<file path="src/rtl/xilinx_primitive_pkg.sv">
// rtl/xilinx_primitive_pkg.sv - shared constants and helpers for FIFO primitive wrappers
package xilinx_primitive_pkg;

    // Extra output-buffer entries beyond the read latency: one to cover the
    // registered head and one so issue can continue while a pop is pending.
    localparam int FIFO_RD_OBUF_EXTRA = 2;

    // Cycles from RDEN to valid DO on a non-FWFT FIFO.
    function automatic int fifo_read_latency(input int do_reg);
        return 1 + do_reg;
    endfunction

endpackage

</file>
<file path="src/rtl/xilinx_fifo_rd_obuf.sv">
// rtl/xilinx_fifo_rd_obuf.sv - small circular output buffer with non-power-of-two depth
module xilinx_fifo_rd_obuf #(
    parameter int DATA_WIDTH = 4,
    parameter int DEPTH      = 3
) (
    input  logic                  clk,
    input  logic                  rst,
    input  logic                  push,
    input  logic [DATA_WIDTH-1:0] push_data,
    input  logic                  pop,
    output logic [DATA_WIDTH-1:0] head,
    output logic [2:0]            level
);

    localparam int PTR_W = $clog2(DEPTH);

    logic [DATA_WIDTH-1:0] mem [DEPTH];
    logic [PTR_W-1:0]      wr_ptr;
    logic [PTR_W-1:0]      rd_ptr;
    logic                  do_pop;

    // Depth is not a power of two, so pointers wrap explicitly.
    function automatic logic [PTR_W-1:0] ptr_next(input logic [PTR_W-1:0] p);
        return (p == PTR_W'(DEPTH - 1)) ? '0 : p + PTR_W'(1);
    endfunction

    assign do_pop = pop && (level != 3'd0);
    assign head   = mem[rd_ptr];

    // Storage, pointers and occupancy; simultaneous push and pop keep level.
    always_ff @(posedge clk or posedge rst) begin
        if (rst) begin
            wr_ptr <= '0;
            rd_ptr <= '0;
            level  <= 3'd0;
            for (int i = 0; i < DEPTH; i++) begin
                mem[i] <= '0;
            end
        end else begin
            if (push) begin
                mem[wr_ptr] <= push_data;
                wr_ptr      <= ptr_next(wr_ptr);
            end
            if (do_pop) begin
                rd_ptr <= ptr_next(rd_ptr);
            end
            case ({push, do_pop})
                2'b10:   level <= level + 3'd1;
                2'b01:   level <= level - 3'd1;
                default: level <= level;
            endcase
        end
    end

    // The issue credit keeps pushes away from a full buffer.
    a_no_overflow: assert property (@(posedge clk) disable iff (rst)
        push |-> ((level < 3'(DEPTH)) || do_pop));

endmodule

</file>
<file path="src/rtl/xilinx_fifo_rd_stream.sv">
// rtl/xilinx_fifo_rd_stream.sv - non-FWFT FIFO read port to valid/ready stream adapter
module xilinx_fifo_rd_stream
    import xilinx_primitive_pkg::*;
#(
    parameter int DATA_WIDTH = 4,
    parameter int DO_REG     = 0
) (
    input  logic                  CLK,
    input  logic                  RST,
    input  logic                  FIFO_EMPTY,
    input  logic [DATA_WIDTH-1:0] FIFO_DO,
    input  logic                  FIFO_RDERR,
    output logic                  FIFO_RDEN,
    output logic                  M_VALID,
    output logic [DATA_WIDTH-1:0] M_DATA,
    input  logic                  M_READY,
    output logic [2:0]            BUF_LEVEL,
    output logic                  RDERR_STICKY
);

    localparam int LAT        = fifo_read_latency(DO_REG);
    localparam int OBUF_DEPTH = LAT + FIFO_RD_OBUF_EXTRA;

    logic [LAT-1:0] inflight_vld;
    logic [2:0]     inflight;
    logic [3:0]     credit_used;
    logic           push;
    logic           pop;

    // Count reads issued but not yet landed in the buffer.
    always_comb begin
        inflight = 3'd0;
        for (int i = 0; i < LAT; i++) begin
            inflight = inflight + 3'(inflight_vld[i]);
        end
    end

    // Issue only when every outstanding read is guaranteed a buffer slot.
    assign credit_used = 4'(inflight) + 4'(BUF_LEVEL);
    assign FIFO_RDEN   = !FIFO_EMPTY && (credit_used < 4'(OBUF_DEPTH));

    assign push    = inflight_vld[LAT-1];
    assign M_VALID = (BUF_LEVEL != 3'd0);
    assign pop     = M_VALID && M_READY;

    // Shift each issued read toward the cycle its data appears on FIFO_DO.
    always_ff @(posedge CLK or posedge RST) begin
        if (RST) begin
            inflight_vld <= '0;
        end else begin
            inflight_vld <= LAT'({inflight_vld, FIFO_RDEN});
        end
    end

    // Latch any read error until reset; it should never fire.
    always_ff @(posedge CLK or posedge RST) begin
        if (RST) begin
            RDERR_STICKY <= 1'b0;
        end else if (FIFO_RDERR) begin
            RDERR_STICKY <= 1'b1;
        end
    end

    xilinx_fifo_rd_obuf #(
        .DATA_WIDTH(DATA_WIDTH),
        .DEPTH     (OBUF_DEPTH)
    ) u_obuf (
        .clk      (CLK),
        .rst      (RST),
        .push     (push),
        .push_data(FIFO_DO),
        .pop      (pop),
        .head     (M_DATA),
        .level    (BUF_LEVEL)
    );

endmodule
</file>
<file path="config.mk">
export PLATFORM = sky130hd
export DESIGN_NAME = xilinx_fifo_rd_stream
export DESIGN_NICKNAME = d
export VERILOG_FILES = /design/src/rtl/xilinx_primitive_pkg.sv /design/src/rtl/xilinx_fifo_rd_obuf.sv /design/src/rtl/xilinx_fifo_rd_stream.sv
export SDC_FILE = /design/constraint.sdc
export NUM_CORES = 1
export LEC_CHECK = 0
export ABC_AREA = 1
export CAP_MARGIN = 15
export CORE_MARGIN = 10
export CORE_UTILIZATION = 44
export DETAILED_ROUTE_END_ITERATION = 12
export DONT_BUFFER_PORTS = 1
export HOLD_SLACK_MARGIN = 0.06
export SLEW_MARGIN = 20
export SYNTH_ARGS = -nofsm -noshare
export SYNTH_HDL_FRONTEND = slang
export SYNTH_SLANG_ARGS = --single-unit
export TNS_END_PERCENT = 1
</file>
<file path="constraint.sdc">
create_clock -name CLK -period 3.3 [get_ports CLK]
set_clock_uncertainty 0.2 [all_clocks]
set_input_delay 0.66 -clock CLK [delete_from_list [all_inputs] [get_ports CLK]]
set_output_delay 0.66 -clock CLK [all_outputs]
set_load 0.05 [all_outputs]
</file>
# Yosys cells after proc, flatten, opt, wreduce, memory -nomap -nowiden
# Cells that the tools add are included.
# Widths: inputs -> output; s select.
# op_classes
bitwise	2
addsub	5
n_reduce_logical	7
n_mux	9
n_eq_ne	4
magnitude_cmp	4
# ops
cell	n
$bwmux 12	1
$mux 4	3
$bmux 4 s2	1
$demux 4 s2	1
$eq 2x2->1 const B	3
$ge 3x3->1 const B	2
$not 2->3	2
$pmux 3 s2	1
$add 1x3->4	1
$add 2x1->2 const B	2
$logic_and 1x1->1	4
$lt 4x2->1 const B	1
$mux 2	2
$add 3x1->3 const B	1
$lt 3x1->1 const B	1
$reduce_bool 3->1	1
$sub 3x1->3 const B	1
$eq 2x1->1 const B	1
$reduce_bool 2->1	1
$logic_not 1->1	1
# totals
out_inout_bits	10
elab_cells	39
inputBits	9
regBits	21

# Longest topological paths before layout
# Gate-level depths: netlist of the first run.
# depth
ltp_word	6
ltp_mapped	12
mapped_depth_nobuf	12

# By module
# Synthesis of the first run repeated with hierarchy kept, for this count alone.
# hier_totals
cells_unflattened	118
hier_area_um2	992.2
# by_module_without_submodules
module	instances	cells_each	area_each_um2	seq_area_each_um2
xilinx_fifo_rd_obuf	1	101	853.3	475.5
xilinx_fifo_rd_stream	1	17	138.9	50.0

# Least setup slack after synthesis of the first run
# No wires, ideal clock.
# synth_path
path_type	flip-flop to output port
startpoint	reg u_obuf.level[0]
endpoint	out FIFO_RDEN
path_stages_with_launch	6
t_arrival_ns	1.999
required_ns	2.440
setup_slack_ns	0.441
n_path_buf	0
cell_sequence	dfrtp_1 > ha_1 > ha_1 > a21oi_1 > nand2_1 > nor2_1
# synth_via
elab_chain_len	3
# synth_lines
item	line_no	rtl
from (decl)	xilinx_fifo_rd_obuf.sv:12	output logic [2:0] level
from (signal assigned)	xilinx_fifo_rd_obuf.sv:48	2'b10: level <= level + 3'd1;
from (signal assigned)	xilinx_fifo_rd_obuf.sv:49	2'b01: level <= level - 3'd1;
from (signal assigned)	xilinx_fifo_rd_obuf.sv:50	default: level <= level;
$add 1x3->4	xilinx_fifo_rd_stream.sv:39	assign credit_used = 4'(inflight) + 4'(BUF_LEVEL);
$lt 4x2->1	xilinx_fifo_rd_stream.sv:40	assign FIFO_RDEN = !FIFO_EMPTY && (credit_used < 4'(OBUF_DEPTH));
$logic_and 1x1->1	xilinx_fifo_rd_stream.sv:40	
to (decl)	xilinx_fifo_rd_stream.sv:13	output logic FIFO_RDEN,
# Every way passes these cells.

# Worst setup path in the final report of the first run
# Ends and elaborated chain as after synthesis.

==> impl_metrics.ini, run 1 <==
[run_status]
status = finished, final reports clean

[sta]
setup_violations = 0
hold_viol = 0
whs_ps = 171
fmax_mhz = 348
rsz0062_at_grt = false
max-slew-margin-rel = 0.482
fin_crit_sh = 0.871
tns_ps = 0
drv_slew = 0
tightest_slew_ps = 776
post-route-min-period_ps = 2870

[synthesis]
synth_top_family_by_area = simple AND/OR/NAND/NOR gates
synth-xor-area-share = 0.00913
avgSynthCellArea_um2 = 8.57
synth_commonest_cells = nand2_1 (33), dfrtp_1 (21), inv_1 (16), nand3_1 (15), o21ai_0 (15)
syn_nets = 125
synth_edf_count = 0
syn-instance-count = 112
synth-compound-area-share = 0.0887
seq_area_frac_synth = 0.548
synthArstFlopShare = 1.00
synth.most_common_cell = nand2_1
ys_ff_latch = 21
synth.area.mux_share = 0
synth.distinct_cells = 12
synth_top_area_share = 0.548
synthAdderAreaFrac = 0.0600
ys.flop_type = dfrtp_1
synthTopCellsByArea = dfrtp_1 (55%), nand2_1 (13%), nand3_1 (7.8%)
synth-simple-area-share = 0.232
synth_area_um2 = 960
synth_top_cell_by_area = dfrtp_1
ys_warn_count = 0

[setup_path]
slowest_stage = dfrtp_1
path_cells = ha_1 -> ha_1 -> a21oi_1 -> nand2_1 -> nor2_1 -> buf_4
max_stage_delay_ps = 610
worst_ep_arrival_time_ps = 2010
startpoint_type = flip-flop
crit_type = flip-flop to output pin
cp-end-kind = output pin
cp_max_fo = 4
cp_common_cell = ha_1
worst_ep_required_time_ps = 2440

[grt]
grt_max_degree = 22
gr-total-overflow = 0
grt_pass1_wl_mm = 3.24
antenna_found_initial = 0
grtUsageTotal = 0.0928
first_global_vias = 703

[final_layout]
drive_gt1_frac = 0.0750
multi_input_area_um2 = 374
regArea_um2 = 526
fin_util = 0.520
area_growth_pct = 9.52
stdcell_area_um2 = 1050
antennaDiodeCount = 0
fin_nets = 134
fillCellCount = 193

[drt]
postRouteAntennaNets = 0
vias_per_cell = 4.95
routed-via-count = 728
drtIter0Drc = 39
drt-total-wl_mm = 1.88
drt-wirelength-per-cell_um = 12.8
route.detailed.drc = 0
dr.pass1.iters = 4

[floorplan]
pin_count = 19
fp-row-count = 16
coreArea_um2 = 2020
die_height_um = 66.7
start_util = 0.475
fp.dieArea_um2 = 4450
die_x_um = 66.7

[cts]
cts_tree = built
cts.sinks = 21
cts_resized = 0
numCtsBuffers = 3
root_buffer = clkbuf_4
clkLatencyLatePin_ps = 300
post_cts_buffers = 0
htreeDepth = 1
cts.path.max_buffers = 2
clk_pin_slew_ps = 120
holdBufCountCts = 0

[placement]
gp_congestion = 0.732
hpwl_mm = 1.44
portBuffers = 0
placed_area_um2 = 1020

[hold_path]
hp-class = input port to async pin

[job]
maxCapViolations = 0
## cell families after synthesis
logic type	after synthesis
XOR/XNOR	1
buffers and inverters	16
flip-flops	21
AO/OA/AOI/OAI	17
AND/OR/NAND/NOR	53
adder cells (fa/ha/maj)	4
## registers in the layout, indices dropped and copies added, names as in the netlist
| name | flops |
|---|---|
| u_obuf.level | 3 |
| u_obuf.mem | 12 |
| u_obuf.rd_ptr | 2 |
| RDERR_STICKY | 1 |
| inflight_vld | 1 |
| u_obuf.wr_ptr | 2 |
## layout by cell type (no fill, tap or decap), drive strengths merged
cell type / synthesis / final
nand2: 33 / 33
dfrtp: 21 / 21
inv: 16 / 16
nand3: 15 / 15
o21ai: 15 / 15
buf: 0 / 4
nor2: 3 / 3
ha: 3 / 3
clkbuf: 0 / 3
a21oi: 2 / 2
xnor2: 1 / 1
nand4: 1 / 1
or2: 1 / 1
fa: 1 / 1
clkinv: 0 / 1
## routing by layer
metal | GRT usage | share of wire | up-vias | routed length [um]
met5 | 0 | 0 | - | 0
met4 | 0.0471 | 0.0085 | 0 | 16
met3 | 0.0284 | 0.061 | 2 | 114
met2 | 0.132 | 0.43 | 11 | 810
met1 | 0.123 | 0.50 | 335 | 934
li1 | - | - | 380 | -
## per-stage QoR
stage          std cells  setup WS [ps]
3_3_place_gp         143            787
6_report             147            427
4_1_cts              147            404
2_1_floorplan        112            441
3_5_place_dp         143            755
5_1_grt              147            301
## cell type report
type / count / share of cell area
inverter: 16 / 0.0571
clock inverter: 1 / 0.00476
sequential: 21 / 0.500
multi-input combinational: 75 / 0.356
clock buffer: 3 / 0.0214
tap: 27 / 0.0321
timing repair buffer: 4 / 0.0286
## final timing paths
kind                            slack (ps)            start         endpoint  cells past startpoint
worst max-delay path                   430  u_obuf.level[0]        FIFO_RDEN                      6
worst min-delay path                   170              RST    u_obuf.mem[0]                      1
worst max register to register         750  u_obuf.level[0]  u_obuf.level[2]                     12
worst min register to register         300   u_obuf.mem[11]   u_obuf.mem[11]                      2
max in group asynchronous             2250              RST  u_obuf.level[1]                      1
min in group CLK                       260       FIFO_RDERR     RDERR_STICKY                      1
## worst max-delay path, delay by kind of cell (launching register included)
family                   cells  cell delay [ps]
adder cells (fa/ha/maj)      2              600
buffers and inverters        1              210
AND/OR/NAND/NOR              2              150
AO/OA/AOI/OAI                1              150
flip-flops                   1              610
Power of run 1 is not shown: default switching activity piles up to over one toggle a cycle in this logic, so the estimate is an artifact.
==> run 2: changes to the inputs <==
Settings changed: CORE_MARGIN 10 to 2.
Clock period 3.3 ns to 2.73 ns, I/O delays scaled along.
==> impl_metrics.ini, run 2 (synthesis results as in run 1) <==
[setup_path]
slowest_stage = dfrtp_1
path_delay_family = adder cells
cp_common_cell = ha_1
startpoint_type = flip-flop
crit_type = flip-flop to output pin
path_cells = ha_1 -> ha_1 -> a21oi_1 -> nand2_1 -> nor2_4
max_stage_delay_ps = 450
cp-end-kind = output pin
critPathBufInv = 0
worst_ep_arrival_time_ps = 1790
cp_max_fo = 7
worst_ep_required_time_ps = 1980

[sta]
tns_ps = 0
fmax_mhz = 394
post-route-min-period_ps = 2540
max-slew-margin-rel = 0.475
drv_slew = 0
tightest_slew_ps = 787
whs_ps = 66.1
hold_viol = 0
fin_crit_sh = 0.929
rsz0062_at_grt = false
setup_violations = 0

[drt]
vias_per_cell = 5.07
drtIter0Drc = 24
route.detailed.drc = 0
wl_met2_um = 807
met3_length_um = 95
met1_length_um = 877
dr.pass1.iters = 4
drt-total-wl_mm = 1.80
drt-wirelength-per-cell_um = 12.1
postRouteAntennaNets = 0
routed-via-count = 750
top_layer = met4

[placement]
gp_congestion = 0.758
dp.cells = 144
portBuffers = 0
hpwl_mm = 1.34

[cts]
clk_pin_slew_ps = 110
holdBufCountCts = 0
cts.path.max_buffers = 2
root_buffer = clkbuf_4
cts_tree = built
htreeDepth = 1
clkLatencyLatePin_ps = 290
post_cts_buffers = 0
cts.sinks = 21
numCtsBuffers = 3

[run_status]
status = finished, final reports clean

[floorplan]
fp.dieArea_um2 = 2570
die_x_um = 50.7
fp-row-count = 16
start_util = 0.479
pin_count = 19
die_height_um = 50.7
coreArea_um2 = 2000

[final_layout]
multi_input_area_um2 = 382
regMostFlops = u_obuf.mem
reg_top3 = u_obuf.mem (12), u_obuf.level (3)
regArea_um2 = 526
layout.cells.non_filler = 148
fillCellCount = 210
fin_util = 0.532
fin_nets = 135
antennaDiodeCount = 0
drive_gt1_frac = 0.0826
final_cell_mix = nand2_1 (33), dfrtp_1 (21), inv_1 (16), nand3_1 (15), o21ai_0 (15)
largest_reg_flops = 12
area_growth_pct = 11.0
final_common_cell = nand2_1

[grt]
first_global_vias = 713
grt_pass1_wl_mm = 3.17
grtUsageTotal = 0.167
gr-total-overflow = 0
grt_max_degree = 22
antenna_found_initial = 0

[job]
maxCapViolations = 0

[hold_path]
hp-class = input port to async pin
==> run 2: cell count changes in the layout (fill, tap and decap cells not counted) <==
cell	change
buf_4	+1
clkinv_2	-1
clkbuf_1	+1
nor2_4	+1
nor2_1	-1
==> run 2: path summary, 6_finish.rpt <==
check                      depth (start not counted)             from          endpoint  slack, ps
max                                                5     inflight_vld         FIFO_RDEN        190
min                                                1              RST  u_obuf.rd_ptr[0]         70
max reg2reg                                       12  u_obuf.level[0]   u_obuf.level[2]        590
min reg2reg                                        2    u_obuf.mem[2]     u_obuf.mem[2]        300
max in group asynchronous                          1              RST  u_obuf.wr_ptr[0]       1770
min in group CLK                                   1       FIFO_RDERR      RDERR_STICKY        150
==> run 2: worst reg2reg max path, stage by stage, from the launching register on <==
cell and delay [ps]:
dfrtp_1 360, buf_4 220, inv_1 100, nand3_1 110, nand2_1 90, inv_1 70
ha_1 150, inv_1 70, fa_1 390, nand2_1 100, nand3_1 90, nand2_1 60
nand2_1 40
==> run 2: routing by layer <==
layer | GRT usage | vias up
met5 | 0 | -
met4 | 0.0676 | 0
met3 | 0.0476 | 2
met2 | 0.241 | 22
met1 | 0.234 | 349
li1 | - | 377
==> run 2: timing repair <==
action                                  in CTS  in global routing
resized for setup                            0                  1
endpoints found under the setup margin       0                  1
hold endpoints to repair                     0                  0
==> run 2: area by class of cell <==
| class | count | area share |
|---|---|---|
| sequential | 21 | 0.494 |
| multi-input combinational | 75 | 0.358 |
| inverter | 16 | 0.0564 |
| timing repair buffer | 5 | 0.0353 |
| tap | 27 | 0.0317 |
| clock buffer | 4 | 0.0247 |
==> run 2: per-stage QoR <==
step           setup WS (ps)  area [um^2]
6_report                 195         1060
5_1_grt                 83.8         1060
4_1_cts                 35.6         1060
3_5_place_dp             384         1030
3_3_place_gp             448         1030
2_1_floorplan           56.3          962
Power of run 2 is left out for the same reason.
==> run 3: changes to the inputs <==
Settings changed: CORE_MARGIN 2 to 1.5.
==> impl_metrics.ini, run 3 (synthesis results as in run 1) <==
[run_status]
status = finished, final reports clean

[drt]
drt-wirelength-per-cell_um = 12.2
routed-via-count = 750
vias_per_cell = 5.07
dr.pass1.iters = 4
postRouteAntennaNets = 0
drtIter0Drc = 14
route.detailed.drc = 0
drt-total-wl_mm = 1.81

[sta]
setup_violations = 0
max-slew-margin-rel = 0.469
fmax_mhz = 398
drv_slew = 0
tightest_slew_ps = 795
fin_crit_sh = 0.920
tns_ps = 0
post-route-min-period_ps = 2510
rsz0062_at_grt = false
hold_viol = 0

[job]
maxCapViolations = 0

[cts]
post_cts_buffers = 0
cts.path.max_buffers = 2
clkLatencyLatePin_ps = 300
cts_tree = built
clk_pin_slew_ps = 110
htreeDepth = 1
cts.sinks = 21
root_buffer = clkbuf_4
numCtsBuffers = 3
holdBufCountCts = 0

[grt]
grtUsageTotal = 0.171
first_global_vias = 706
gr-total-overflow = 0
grt_max_degree = 22
grt_pass1_wl_mm = 3.17
antenna_found_initial = 0

[setup_path]
worst_ep_required_time_ps = 1980
cp_max_fo = 7
cp-end-kind = output pin
crit_type = flip-flop to output pin
worst_ep_arrival_time_ps = 1770
startpoint_type = flip-flop

[floorplan]
start_util = 0.479
die_x_um = 49.7
fp-row-count = 16
pin_count = 19
die_height_um = 49.7
coreArea_um2 = 2000
fp.dieArea_um2 = 2470

[final_layout]
regArea_um2 = 526
fillCellCount = 206
antennaDiodeCount = 0
final_cell_mix = nand2_1 (33), dfrtp_1 (21), inv_1 (16), nand3_1 (15), o21ai_0 (15)
reg_top3 = u_obuf.mem (12), u_obuf.level (3)
fin_nets = 135
multi_input_area_um2 = 382
area_growth_pct = 11.1
largest_reg_flops = 12
drive_gt1_frac = 0.0909
final_common_cell = nand2_1
regMostFlops = u_obuf.mem

[hold_path]
hp-class = input port to async pin

[placement]
gp_congestion = 0.744
portBuffers = 0
hpwl_mm = 1.37
==> run 3: timing repair <==
item                                   4_1_cts  5_1_grt
setup endpoints to repair                    0        1
resized for setup                            0        1
endpoints found under the hold margin        0        0
==> run 3: cell type report <==
class,count,share of cell area
multi-input cells,75,0.358
repair buffers,5,0.0352
clock inverters,1,0.00469
flip-flops and latches,21,0.493
well taps,27,0.0317
clock buffers,3,0.0211
inverters,16,0.0563
==> run 3: per-layer routing <==
| layer | track usage | vias to the layer above | part of all wire |
|---|---|---|---|
| met4 | 0.0694 | 0 | 0.012 |
| met3 | 0.0424 | 4 | 0.033 |
| met5 | 0 | - | 0 |
| li1 | - | 377 | - |
| met2 | 0.269 | 18 | 0.47 |
| met1 | 0.225 | 351 | 0.49 |
==> run 3: metrics by stage <==
stage          hold slack, ps  instances  cell area, um^2   util  worst slack, ps
3_3_place_gp              266        144             1030  0.516              448
5_1_grt                   113        148             1070  0.533             70.5
3_5_place_dp              274        144             1030  0.516              400
6_report                 64.4        148             1070  0.533              219
2_1_floorplan             253        112              962      -             56.3
4_1_cts                  81.9        148             1060  0.530             52.5
==> run 3: critical path, stage by stage, from the launching register on <==
cell and delay, ps:
dfrtp_1 450, ha_1 220, ha_1 270, a21oi_1 130
nand2_1 90, nor2_4 290
==> run 3: path summary, 6_finish.rpt <==
check	to	slack, ps	depth (start not counted)	from
max	FIFO_RDEN	220	5	inflight_vld
min reg2reg	u_obuf.mem[1]	300	2	u_obuf.mem[1]
max in group asynchronous	RDERR_STICKY	1770	1	RST
min	u_obuf.wr_ptr[0]	60	1	RST
max reg2reg	u_obuf.level[2]	610	12	u_obuf.level[0]
min in group CLK	RDERR_STICKY	150	1	FIFO_RDERR
Power of run 3 is left out for the same reason.
